**config.mk**
```make
export PLATFORM = sky130hd
export DESIGN_NAME = spinner_input_arbiter
export DESIGN_NICKNAME = d
export VERILOG_FILES = /design/src/rtl/spinner_input_arbiter.sv
export SDC_FILE = /design/constraint.sdc
export NUM_CORES = 1
export LEC_CHECK = 0
export ABC_AREA = 1
export CELL_PAD_IN_SITES_DETAIL_PLACEMENT = 1
export CELL_PAD_IN_SITES_GLOBAL_PLACEMENT = 2
export CORE_ASPECT_RATIO = 1.2
export CORE_MARGIN = 4
export CORE_UTILIZATION = 32
export CTS_CLUSTER_DIAMETER = 60
export CTS_CLUSTER_SIZE = 25
export DETAILED_ROUTE_END_ITERATION = 8
export GPL_TIMING_DRIVEN = 1
export MAX_ROUTING_LAYER = met4
export PLACE_DENSITY = 0.8
export SKIP_LAST_GASP = 1
export SYNTH_ARGS = -nofsm -noshare
export SYNTH_HDL_FRONTEND = slang
export SYNTH_SLANG_ARGS = --single-unit
```
**constraint.sdc**
```tcl
create_clock -name clk_12m -period 2.77 [get_ports clk_12m]
set_input_delay 0.4155 -clock clk_12m [delete_from_list [all_inputs] [get_ports clk_12m]]
set_output_delay 0.4155 -clock clk_12m [all_outputs]
set_load 0.01 [all_outputs]
```
**src/rtl/spinner_input_arbiter.sv**
```systemverilog
// spinner_input_arbiter: merges mouse, USB pulse spinner, analog stick, D-pad and (optionally)
// a user-port AB encoder onto the single 2-bit quadrature spinner input of the core.
// A signed accumulator holds pending motion. It is paced out as one quadrature step every
// STEP_DIV cycles.
// Optional feature: define SPINNER_IO_EN to enable the user-port encoder path.
module spinner_input_arbiter #(
  parameter int unsigned ACC_W    = 12,
  parameter int unsigned STEP_DIV = 3000,
  parameter int unsigned POLL_DIV = 96000
) (
  input  logic       clk_12m,
  input  logic       reset,
  input  logic       mouse_strobe,
  input  logic [7:0] mouse_dx,
  input  logic       spin_mode,
  input  logic [1:0] spin_res,
  input  logic       pulse_l,
  input  logic       pulse_r,
  input  logic [7:0] analog_x,
  input  logic       btn_l,
  input  logic       btn_r,
  input  logic       btn_fast,
  input  logic [1:0] enc_ab,
  output logic [1:0] spinner,
  output logic [2:0] src,
  output logic       busy
);

  localparam int unsigned STEP_W = $clog2(STEP_DIV);
  localparam int unsigned POLL_W = $clog2(POLL_DIV);

  localparam logic [2:0] SRC_MOUSE  = 3'd1;
  localparam logic [2:0] SRC_PULSE  = 3'd2;
  localparam logic [2:0] SRC_ANALOG = 3'd3;
  localparam logic [2:0] SRC_DPAD   = 3'd4;
  localparam logic [2:0] SRC_IO     = 3'd5;

  // Gray-code quadrature walk: forward 00->01->11->10->00, backward is the reverse.
  function automatic logic [1:0] quad_next(input logic [1:0] q, input logic fwd);
    logic [1:0] n;
    unique case (q)
      2'b00:   n = fwd ? 2'b01 : 2'b10;
      2'b01:   n = fwd ? 2'b11 : 2'b00;
      2'b11:   n = fwd ? 2'b10 : 2'b01;
      default: n = fwd ? 2'b00 : 2'b11;
    endcase
    return n;
  endfunction

  logic [ACC_W-1:0]  acc_q, acc_d;
  logic [1:0]        quad_q, quad_d;
  logic [2:0]        src_q, src_d;
  logic [STEP_W-1:0] step_cnt_q, step_cnt_d;
  logic [POLL_W-1:0] poll_cnt_q, poll_cnt_d;
  logic              strobe_q;
  logic [1:0]        spinner_q;

  logic              step_wrap;
  logic              pulse_sel, analog_sel, dpad_sel, poll_run, poll_tc;
  logic              load;
  logic [ACC_W-1:0]  load_val;
  logic [2:0]        load_src;
  logic [1:0]        res_eff, shift;
  logic [ACC_W-1:0]  step_mag, dpad_mag, analog_val, mouse_ext;
  logic              mouse_edge, headroom;
  logic              src_claim;   // a load or mouse event takes ownership this cycle
  logic              io_claim;    // encoder activity claims ownership this cycle
  logic [1:0]        spin_mux;

  assign step_wrap  = (step_cnt_q == STEP_W'(STEP_DIV - 1));
  assign res_eff    = (spin_res == 2'd3) ? 2'd2 : spin_res;
  assign shift      = res_eff + {1'b0, btn_fast};
  assign step_mag   = ACC_W'(2) << shift;
  assign dpad_mag   = btn_fast ? ACC_W'(9) : ACC_W'(4);
  // Small deflections whose high nibble is zero still nudge right by one.
  assign analog_val = (analog_x[7:4] == 4'd0) ? ACC_W'(1)
                                              : {{(ACC_W-4){analog_x[7]}}, analog_x[7:4]};
  assign mouse_ext  = {{(ACC_W-8){mouse_dx[7]}}, mouse_dx};

  assign pulse_sel  = spin_mode & (pulse_l | pulse_r);
  assign analog_sel = ~pulse_sel & (analog_x != 8'd0);
  assign dpad_sel   = ~pulse_sel & ~analog_sel & (btn_l | btn_r);
  assign poll_run   = analog_sel | dpad_sel;
  assign poll_tc    = poll_run & (poll_cnt_q == POLL_W'(POLL_DIV - 1));
  assign load       = pulse_sel | poll_tc;

  assign mouse_edge = mouse_strobe ^ strobe_q;
  // Top two bits equal means the value sits in the lower half range, so a mouse delta fits.
  assign headroom   = (acc_q[ACC_W-1] == acc_q[ACC_W-2]);
  assign src_claim  = load | mouse_edge;

  // Pick the load value and owner for whichever source wins this cycle.
  always_comb begin
    load_val = '0;
    load_src = SRC_PULSE;
    if (pulse_sel) begin
      load_val = pulse_r ? step_mag : -step_mag;
      load_src = SRC_PULSE;
    end else if (analog_sel) begin
      load_val = analog_val;
      load_src = SRC_ANALOG;
    end else if (dpad_sel) begin
      load_val = btn_r ? dpad_mag : -dpad_mag;
      load_src = SRC_DPAD;
    end
  end

  // Next state: step engine first, then encoder ownership, then loads / mouse override.
  always_comb begin
    acc_d      = acc_q;
    quad_d     = quad_q;
    src_d      = src_q;
    step_cnt_d = step_wrap ? '0 : step_cnt_q + STEP_W'(1);
    poll_cnt_d = '0;
    if (poll_run) begin
      poll_cnt_d = poll_tc ? '0 : poll_cnt_q + POLL_W'(1);
    end
    if (step_wrap && (acc_q != '0)) begin
      quad_d = quad_next(quad_q, ~acc_q[ACC_W-1]);
      acc_d  = acc_q[ACC_W-1] ? acc_q + ACC_W'(1) : acc_q - ACC_W'(1);
    end
    if (io_claim) begin
      src_d = SRC_IO;
    end
    if (load) begin
      acc_d = load_val;
      src_d = load_src;
    end else if (mouse_edge) begin
      src_d = SRC_MOUSE;
      if (headroom) begin
        acc_d = acc_q + mouse_ext;
      end
    end
  end

  // Core state registers with synchronous reset.
  always_ff @(posedge clk_12m) begin
    if (reset) begin
      acc_q      <= '0;
      quad_q     <= 2'b11;
      src_q      <= '0;
      step_cnt_q <= '0;
      poll_cnt_q <= '0;
      strobe_q   <= mouse_strobe;
      spinner_q  <= 2'b11;
    end else begin
      acc_q      <= acc_d;
      quad_q     <= quad_d;
      src_q      <= src_d;
      step_cnt_q <= step_cnt_d;
      poll_cnt_q <= poll_cnt_d;
      strobe_q   <= mouse_strobe;
      spinner_q  <= spin_mux;
    end
  end

`ifdef SPINNER_IO_EN
  logic [1:0] enc_s1_q, enc_s2_q, enc_q, io_quad_q;
  logic       io_mode_q;
  logic       a_edge;

  assign io_claim = (enc_s2_q != enc_q);
  assign a_edge   = (enc_s2_q[0] != enc_q[0]);
  assign spin_mux = io_mode_q ? io_quad_q : quad_q;

  // Encoder synchroniser, A-edge stepping (halves resolution) and IO ownership flag.
  always_ff @(posedge clk_12m) begin
    if (reset) begin
      enc_s1_q  <= '0;
      enc_s2_q  <= '0;
      enc_q     <= '0;
      io_quad_q <= 2'b11;
      io_mode_q <= 1'b0;
    end else begin
      enc_s1_q <= enc_ab;
      enc_s2_q <= enc_s1_q;
      enc_q    <= enc_s2_q;
      if (a_edge) begin
        io_quad_q <= quad_next(io_quad_q, enc_s2_q[0] ^ enc_s2_q[1]);
      end
      if (src_claim) begin
        io_mode_q <= 1'b0;
      end else if (io_claim) begin
        io_mode_q <= 1'b1;
      end
    end
  end
`else
  logic unused_enc;
  assign unused_enc = ^{enc_ab, src_claim};
  assign io_claim   = 1'b0;
  assign spin_mux   = quad_q;
`endif

  assign spinner = spinner_q;
  assign src     = src_q;
  assign busy    = |acc_q;

endmodule
```
======== After elaboration in Yosys (flattened, before gate mapping) ========
Cells that the tools add are included.
Widths: inputs -> output; s select.
word-level totals
  register bits ........................... 49
  input bits .............................. 29
  output and inout bits ................... 6
cells by class
  $add $sub $neg .......................... 8
  equal/unequal tests ..................... 6
  shift-type cells ........................ 1
  multiplexer cells ....................... 23
  bitwise operators ....................... 13
  reductions and logical operators ........ 9
operator list
  cell                   number
  $mux 12                11
  $add 12x1->12 const B  2
  $add 17x1->17 const B  1
  $eq 17x17->1 const B   1
  $mux 3                 5
  $add 12x12->12         1
  $eq 12x12->1 const B   1
  $neg 12->12            1
  $neg 4->12             1
  $reduce_bool 12->1     1
  $reduce_or 12->1       1
  $shl 2x2->12 const A   1
  $sub 12x1->12 const B  1
  $mux 2                 5
  $reduce_bool 8->1      1
  $pmux 2 s3             1
  $and 1x1->1            5
  $eq 2x2->1 const B     2
  $logic_not 4->1        1
  $mux 4                 1
  $or 1x1->1             4
  $not 1->1              3
  $reduce_or 3->1        1
  $add 2x1->2            1
  other kinds (7)        7

======== Logic depth before layout (Yosys ltp) ========
  depth in word-level cells ............... 11
  mapped depth ............................ 15
  depth with buffers taken out ............ 14

======== Least setup slack after synthesis ========
Ideal clock, no wire load.
  kind .................................... register -> register
  start point ............................. reg acc_q[11]
  end point ............................... reg acc_q[6]
  library setup time ...................... 0.132 ns
  arrival ................................. 1.943 ns
  required time ........................... 2.638 ns
  slack ................................... 0.694 ns
  cell stages (with the launch flop) ...... 13
  path buffers ............................ 1
  period minus slack after synthesis ...... 2.076 ns
  cell sequence ........................... dfxtp_1 -> clkbuf_1 -> inv_1 -> fa_1 -> nand2_1 -> nand3_1 -> nand2_1 -> o21ai_0 -> or2_2 -> nand3_1 -> nand2_1 -> nand2_1 -> a21oi_1
on the way
  longest elaborated chain between the ends .. 6
  elaborated cells on any way between the ends .. 8
  those cells by class .................... eq/ne: 1; mux: 5; reduce/logical: 2
ends and longest elaborated chain
  what                    line  source
  start, declared         50    logic [ACC_W-1:0] acc_q, acc_d;
  start signal, assigned  139   acc_q <= '0;
  start signal, assigned  147   acc_q <= acc_d;
  $reduce_bool 12->1      118   if (step_wrap && (acc_q != '0)) begin
  $logic_and 1x1->1       118
  $mux 12                 118
  $mux 12                 130   if (headroom) begin
  $mux 12 *               128   end else if (mouse_edge) begin
  $mux 12 *               125   if (load) begin
Every way passes the cells marked *; elsewhere a longest branch is shown, timed or not.
A chain may end at the register's enable or synchronous reset.

======== Worst setup path after layout ========
  start point ............................. reg acc_q[11]
  end point ............................... out busy
on the way
  longest elaborated chain between the ends .. 1
ends and longest elaborated chain
  what              line  source
  $reduce_or 12->1  197   assign busy = |acc_q;
  end, declared     26    output logic busy
No other way between the ends.

==> qor.txt <==
maximum clock frequency: 383 MHz
slowest CP cell: clkdlybuf4s50_1
VDD IR-drop max: 0.000402 V
critical path arrival: 2.19 ns
Slew headroom: 59.1%
worst-path fanout max: 12
CTS-repair resized insts: 0
NumNets Final: 679
YS warnings: 0
final period utilization: 94.1%
RSZ-0062 raised after global routing: false
post-route ant nets: 0
number of global-route vias before repair: 3,997
DR iter-0 viols: 83
largest net degree at the start of global routing: 19
crit-path leading delay family: buffers and inverters
Hold Vio Cnt, Final: 0
number of synthesized flops with an enable pin: 0
Seq cells post-synth: 49
routability cong.: 0.874
end-of-flow core utilization: 38.5%
PortBufs: 32
CTS root buf: clkbuf_16
Tot GR Track Use: 17.4%
top_reg_cell synth: dfxtp_1
Die W: 107 um
DR pass1 iterations: 4
Top Ports: 35
Cell variety after synth: 41
die area: 13,600 um2
Crit Path Category: reg -> out
Setup Viol. Count Final: 0
Area Growth Syn to Fin: 17.6%
Slew Viols, Final: 0
Mapped Cells: 587
P_leak: 2.00 nW
Power, Total: 2.34 mW
fraction of registers with async set or reset after synthesis: 0%
dpl cell area: 4260 um2
setup bufs post-CTS: 0
hold buffer count at cts: 0
power density cells: 528 nW/um2
number of diodes: 0
TritonCTS buffer count: 5
WP data required: 2.35 ns
CORE AREA: 11,500 um2
clk buf depth: 2
Worst Path Buf+Inv: 2
critical path capture point type: primary output
drc violations: 0
initial antenna violation count: 0
Post-Syn Area: 3760 um2
Slew @ Worst Pin: 0.612 ns
Worst-path clk slew: 0.07 ns
global-route wire length before repair: 18,800 um
status: completed
Cell Rows: 43
Die Span Y: 127 um
GRT overflow: 0
Vias/cell: 4.87
TNS Setup: 0 ns
syn nets: 645
share of layout cells above drive strength 1: 5.79%
Worst-Skew Late Latency: 0.29 ns
design area: 4430 um2
Sinks on Clock Net: 49
CTS tree: built
Initial Util: 32.7%
share of the synthesized area in the top cell type: 26.1%
Mean Syn Cell Area: 6.41 um2
list of most frequent post-synthesis cells: 137 x nand2_1, 81 x inv_1, 72 x nor2_1
HPWL Detailed: 9100 um
hold crit path type: reg -> reg
Total Routed Length: 11,000 um
crit-path max cell delay: 0.56 ns
Routed wire per std cell: 14.2 um
Tmin final: 2.61 ns
clock skew: 0.00673 ns
register area share after synthesis: 26.1%
Via Count: 3,793
Synth area leaders: dfxtp_1 26%, nand2_1 14%, ha_1 9.0%
CP startpoint kind: flop
max_cap viols: 0
cell taking the most area after synthesis: dfxtp_1
most frequent cell after synthesis: nand2_1
H-tree depth: 2
worst path cell trace: inv_1, ha_1, nand2_1, nor3_1, nand3b_1, clkdlybuf4s50_1
## per-layer routing
metal  share of wire [%]  global-route usage (%)
met4                 2.0                    5.34
met3                 1.3                    1.53
met5                   0                       -
met1                  44                    20.4
met2                  52                    31.5
## layout by cell type, fill, tap and decap left out, types with 2 or more instances in the layout
cell type and instances:
ha_1 27, nand2_1 137, o21ai_1 3, or2_2 9, nor3_2 3, nor2_1 72
o21a_1 2, fa_1 2, clkbuf_16 5, o211ai_1 2, a21oi_1 56, xnor2_1 6
nor3b_1 6, buf_4 4, nand2_2 3, o21bai_1 6, nand4_1 15, nand3b_1 2
xor2_1 10, nor3_1 8, inv_1 81, a21o_1 2, clkdlybuf4s50_1 32, a211oi_1 2
nand3_1 45, dfxtp_1 49, o21ai_0 14, nor2_2 4
## sequential cells by signal, summed over array words and instances, names as in the netlist
name        cells
strobe_q        1
step_cnt_q     12
spinner         2
acc_q          12
quad_q          2
src             3
poll_cnt_q     17
## final timing paths
check,to,startpoint,depth (start not counted),slack (ns)
max,busy,acc_q[11],6,0.16
min,poll_cnt_q[0],poll_cnt_q[0],1,0.46
max reg2reg,acc_q[8],acc_q[11],10,0.32
min reg2reg,poll_cnt_q[0],poll_cnt_q[0],1,0.46
## area by class of cell
class	count	area [um2]
tap	157	196
clock inverter	1	30.0
clock buffer	7	143
timing repair buffer	36	350
sequential	49	981
fill	1538	7080
inverter	83	312
multi-input combinational	446	2420
## stage by stage
stage / worst slack (ns) / cells / hold slack [ns]
after detailed placement: 0.182 / 771 / 0.452
after CTS: 0.140 / 779 / 0.465
after floorplan: 0.694 / 587 / 0.418
after global placement: 0.238 / 771 / 0.429
final: 0.162 / 779 / 0.462
after global routing: 0.0224 / 779 / 0.499
## report_power, final
part	leakage (nW)	internal, mW	switching (mW)	total [mW]
sequential	0.400	0.737	0.0528	0.790
combinational	1.51	0.323	0.520	0.843
clock	0.0841	0.451	0.255	0.707
total	2.00	1.51	0.828	2.34
## logic make-up (layout without fill, tap and decap cells)
logic type	count (synthesis)	count (layout)	synth area share, %
buf+inv	92	127	9.74
compound gates	91	91	13.8
flops	49	49	26.1
simple gates	310	310	36.7
fa+ha+maj	29	29	10.0
xor+xnor	16	16	3.72
No activity file was read; power rests on OpenSTA's default activity.
==> RTL change, RTL diff (same settings) <==
The parameter `ACC_W` goes from 12 to 24.
--- a/src/rtl/spinner_input_arbiter.sv
+++ b/src/rtl/spinner_input_arbiter.sv
@@ -4,7 +4,7 @@
 // STEP_DIV cycles.
 // Optional feature: define SPINNER_IO_EN to enable the user-port encoder path.
 module spinner_input_arbiter #(
-  parameter int unsigned ACC_W    = 12,
+  parameter int unsigned ACC_W    = 24,
   parameter int unsigned STEP_DIV = 3000,
   parameter int unsigned POLL_DIV = 96000
 ) (
Formal check against the unedited RTL: no difference found for any inputs over 4 cycles, from zero or initial values and one cycle with reset high; that may be too few to reach the edited logic, so the function may still have changed.
==> RTL change against the unedited design <==
First-iteration DRC count grew to 2.6 times the old value. Worst setup slack improved by 45 ps. Count of clock-buffer cells in the layout grew 3. Combinational power increased by 140%. Core utilization fell by 0.64 points. Synthesized area is 68% higher. Register-to-register slack better by 140 ps. Global-route usage increased by 3.5 points. Sequential cell count grew 12. Cell area increased by 66%. Wire length is 92% higher. Total power is 78% higher.
==> RTL change: results (changes against the unedited design) <==
[placement]
dpl_cell_area_um2=7080  ; was 4260 um2
gp_congestion=0.856  ; was 0.874
dp.cells=1388  ; was 771
dp_hpwl_um=17600  ; was 9100 um
dp_slack_ps=4.67  ; was 182 ps

[worst_setup_path]
critPathMaxStageDelay_ps=540  ; was 560 ps
cp_top_family=simple AND/OR/NAND/NOR gates  ; was buffers and inverters
r2r-end=acc_q[14]  ; was acc_q[8]
cp_data_arrival_time_ps=2150  ; was 2190 ps
ff2ff_path_depth=14  ; was 10
rrSetupSlack_ps=460  ; was 320 ps
crit_slowest_cell=clkdlybuf4s50_1  ; unchanged
reg2reg_from=acc_q[23]  ; was acc_q[11]
cp_max_fo=4  ; was 12

[timing]
skew_ps=9.33  ; was 6.73 ps
hold_slack_ps=455  ; was 462 ps
tightest_slew_ps=784  ; was 612 ps

[clocking]
cts_buffer_depth=2  ; unchanged
cts_setup_buffers=0  ; unchanged
numCtsBuffers=9  ; was 5
cts_root_buf=clkbuf_16  ; unchanged
htree_levels=3  ; was 2
clk_latency_ps=340  ; was 290 ps
cts_hold_buf=0  ; unchanged

[cells_and_area]
syn2layout_area_growth_pct=16.8  ; was 17.6%
fillers=2699  ; was 1538
layout-drive-gt1-share_pct=6.91  ; was 5.79%
reg_top3=acc_q (24), poll_cnt_q (17), step_cnt_q (12)  ; was poll_cnt_q (17), acc_q (12), step_cnt_q (12)

[run_status]
status=finished clean  ; unchanged

[routing]
drt-initial-drc-count=216  ; was 83
drt-total-wl_um=21200  ; was 11000 um
viasPerCell=4.88  ; was 4.87
wl_per_cell_um=15.1  ; was 14.2 um

[synthesis]
syn_nets=1172  ; was 645
synth_common_cells=nand2_1, inv_1, nor2_1  ; unchanged
synth_warnings=0  ; unchanged
avgSynthCellArea_um2=5.79  ; was 6.41 um2
ys_types=43  ; was 41
yosysSeqAreaShare_pct=19.4  ; was 26.1%
synth_area_leaders=dfxtp_1, nand2_1, ha_1  ; unchanged

[power]
leakage_nw=3.56  ; was 2.00 nW
peakVddDrop_mv=0.334  ; was 0.402 mV

[global_route]
grt_pass1_wl_um=35900  ; was 18800 um
track_usage_pct=20.9  ; was 17.4%
grt_max_degree=27  ; was 19
grt_pass1_vias=7247  ; was 3997

==> RTL change: worst max-delay path by stage <==
stage	start	end	slack, ps	cells past startpoint
global route	acc_q[19]	busy	140	4
floorplan	acc_q[23]	acc_q[14]	490	13
finish	acc_q[19]	busy	210	4
global placement	mouse_dx[7]	acc_q[18]	40	14
detailed placement	mouse_dx[7]	acc_q[18]	5	14
CTS	acc_q[19]	busy	200	4
==> RTL change: layout make-up <==
class | count | share of cell area (%)
multi-input cells | 845 | 59.5
flip-flops and latches | 61 | 16.6
inverters | 168 | 8.56
repair buffers | 53 | 6.99
well taps | 261 | 4.43
clock buffers | 10 | 3.11
clock inverters | 6 | 0.866
==> RTL change: where the power goes <==
group          leakage [nW]  switching [mW]  total (mW)  internal, mW
Combinational          2.92            1.26        1.99         0.737
Clock                 0.138           0.454        1.15         0.695
Sequential            0.499          0.0819        1.02         0.934
Total                  3.56            1.79        4.16          2.37
==> RTL change: logic make-up (layout without fill, tap and decap cells) <==
logic type,after synthesis,count (layout),synth area share [%]
AND/OR/NAND/NOR,617,617,41.7
flip-flops,61,61,19.4
XOR/XNOR,21,21,2.91
adder cells (fa/ha/maj),53,53,10.7
buffers and inverters,184,237,11.3
AO/OA/AOI/OAI,154,154,14.0
==> RTL change: routing by layer <==
metal / routed length, um / vias up / GRT usage [%] / share of wire, %
met3: 353 / 22 / 2.32 / 1.7
met5: 0 / - / - / 0
met1: 9380 / 3160 / 24.5 / 44
met2: 11100 / 55 / 37.6 / 52
li1: - / 3611 / - / -
met4: 435 / 0 / 5.96 / 2.0
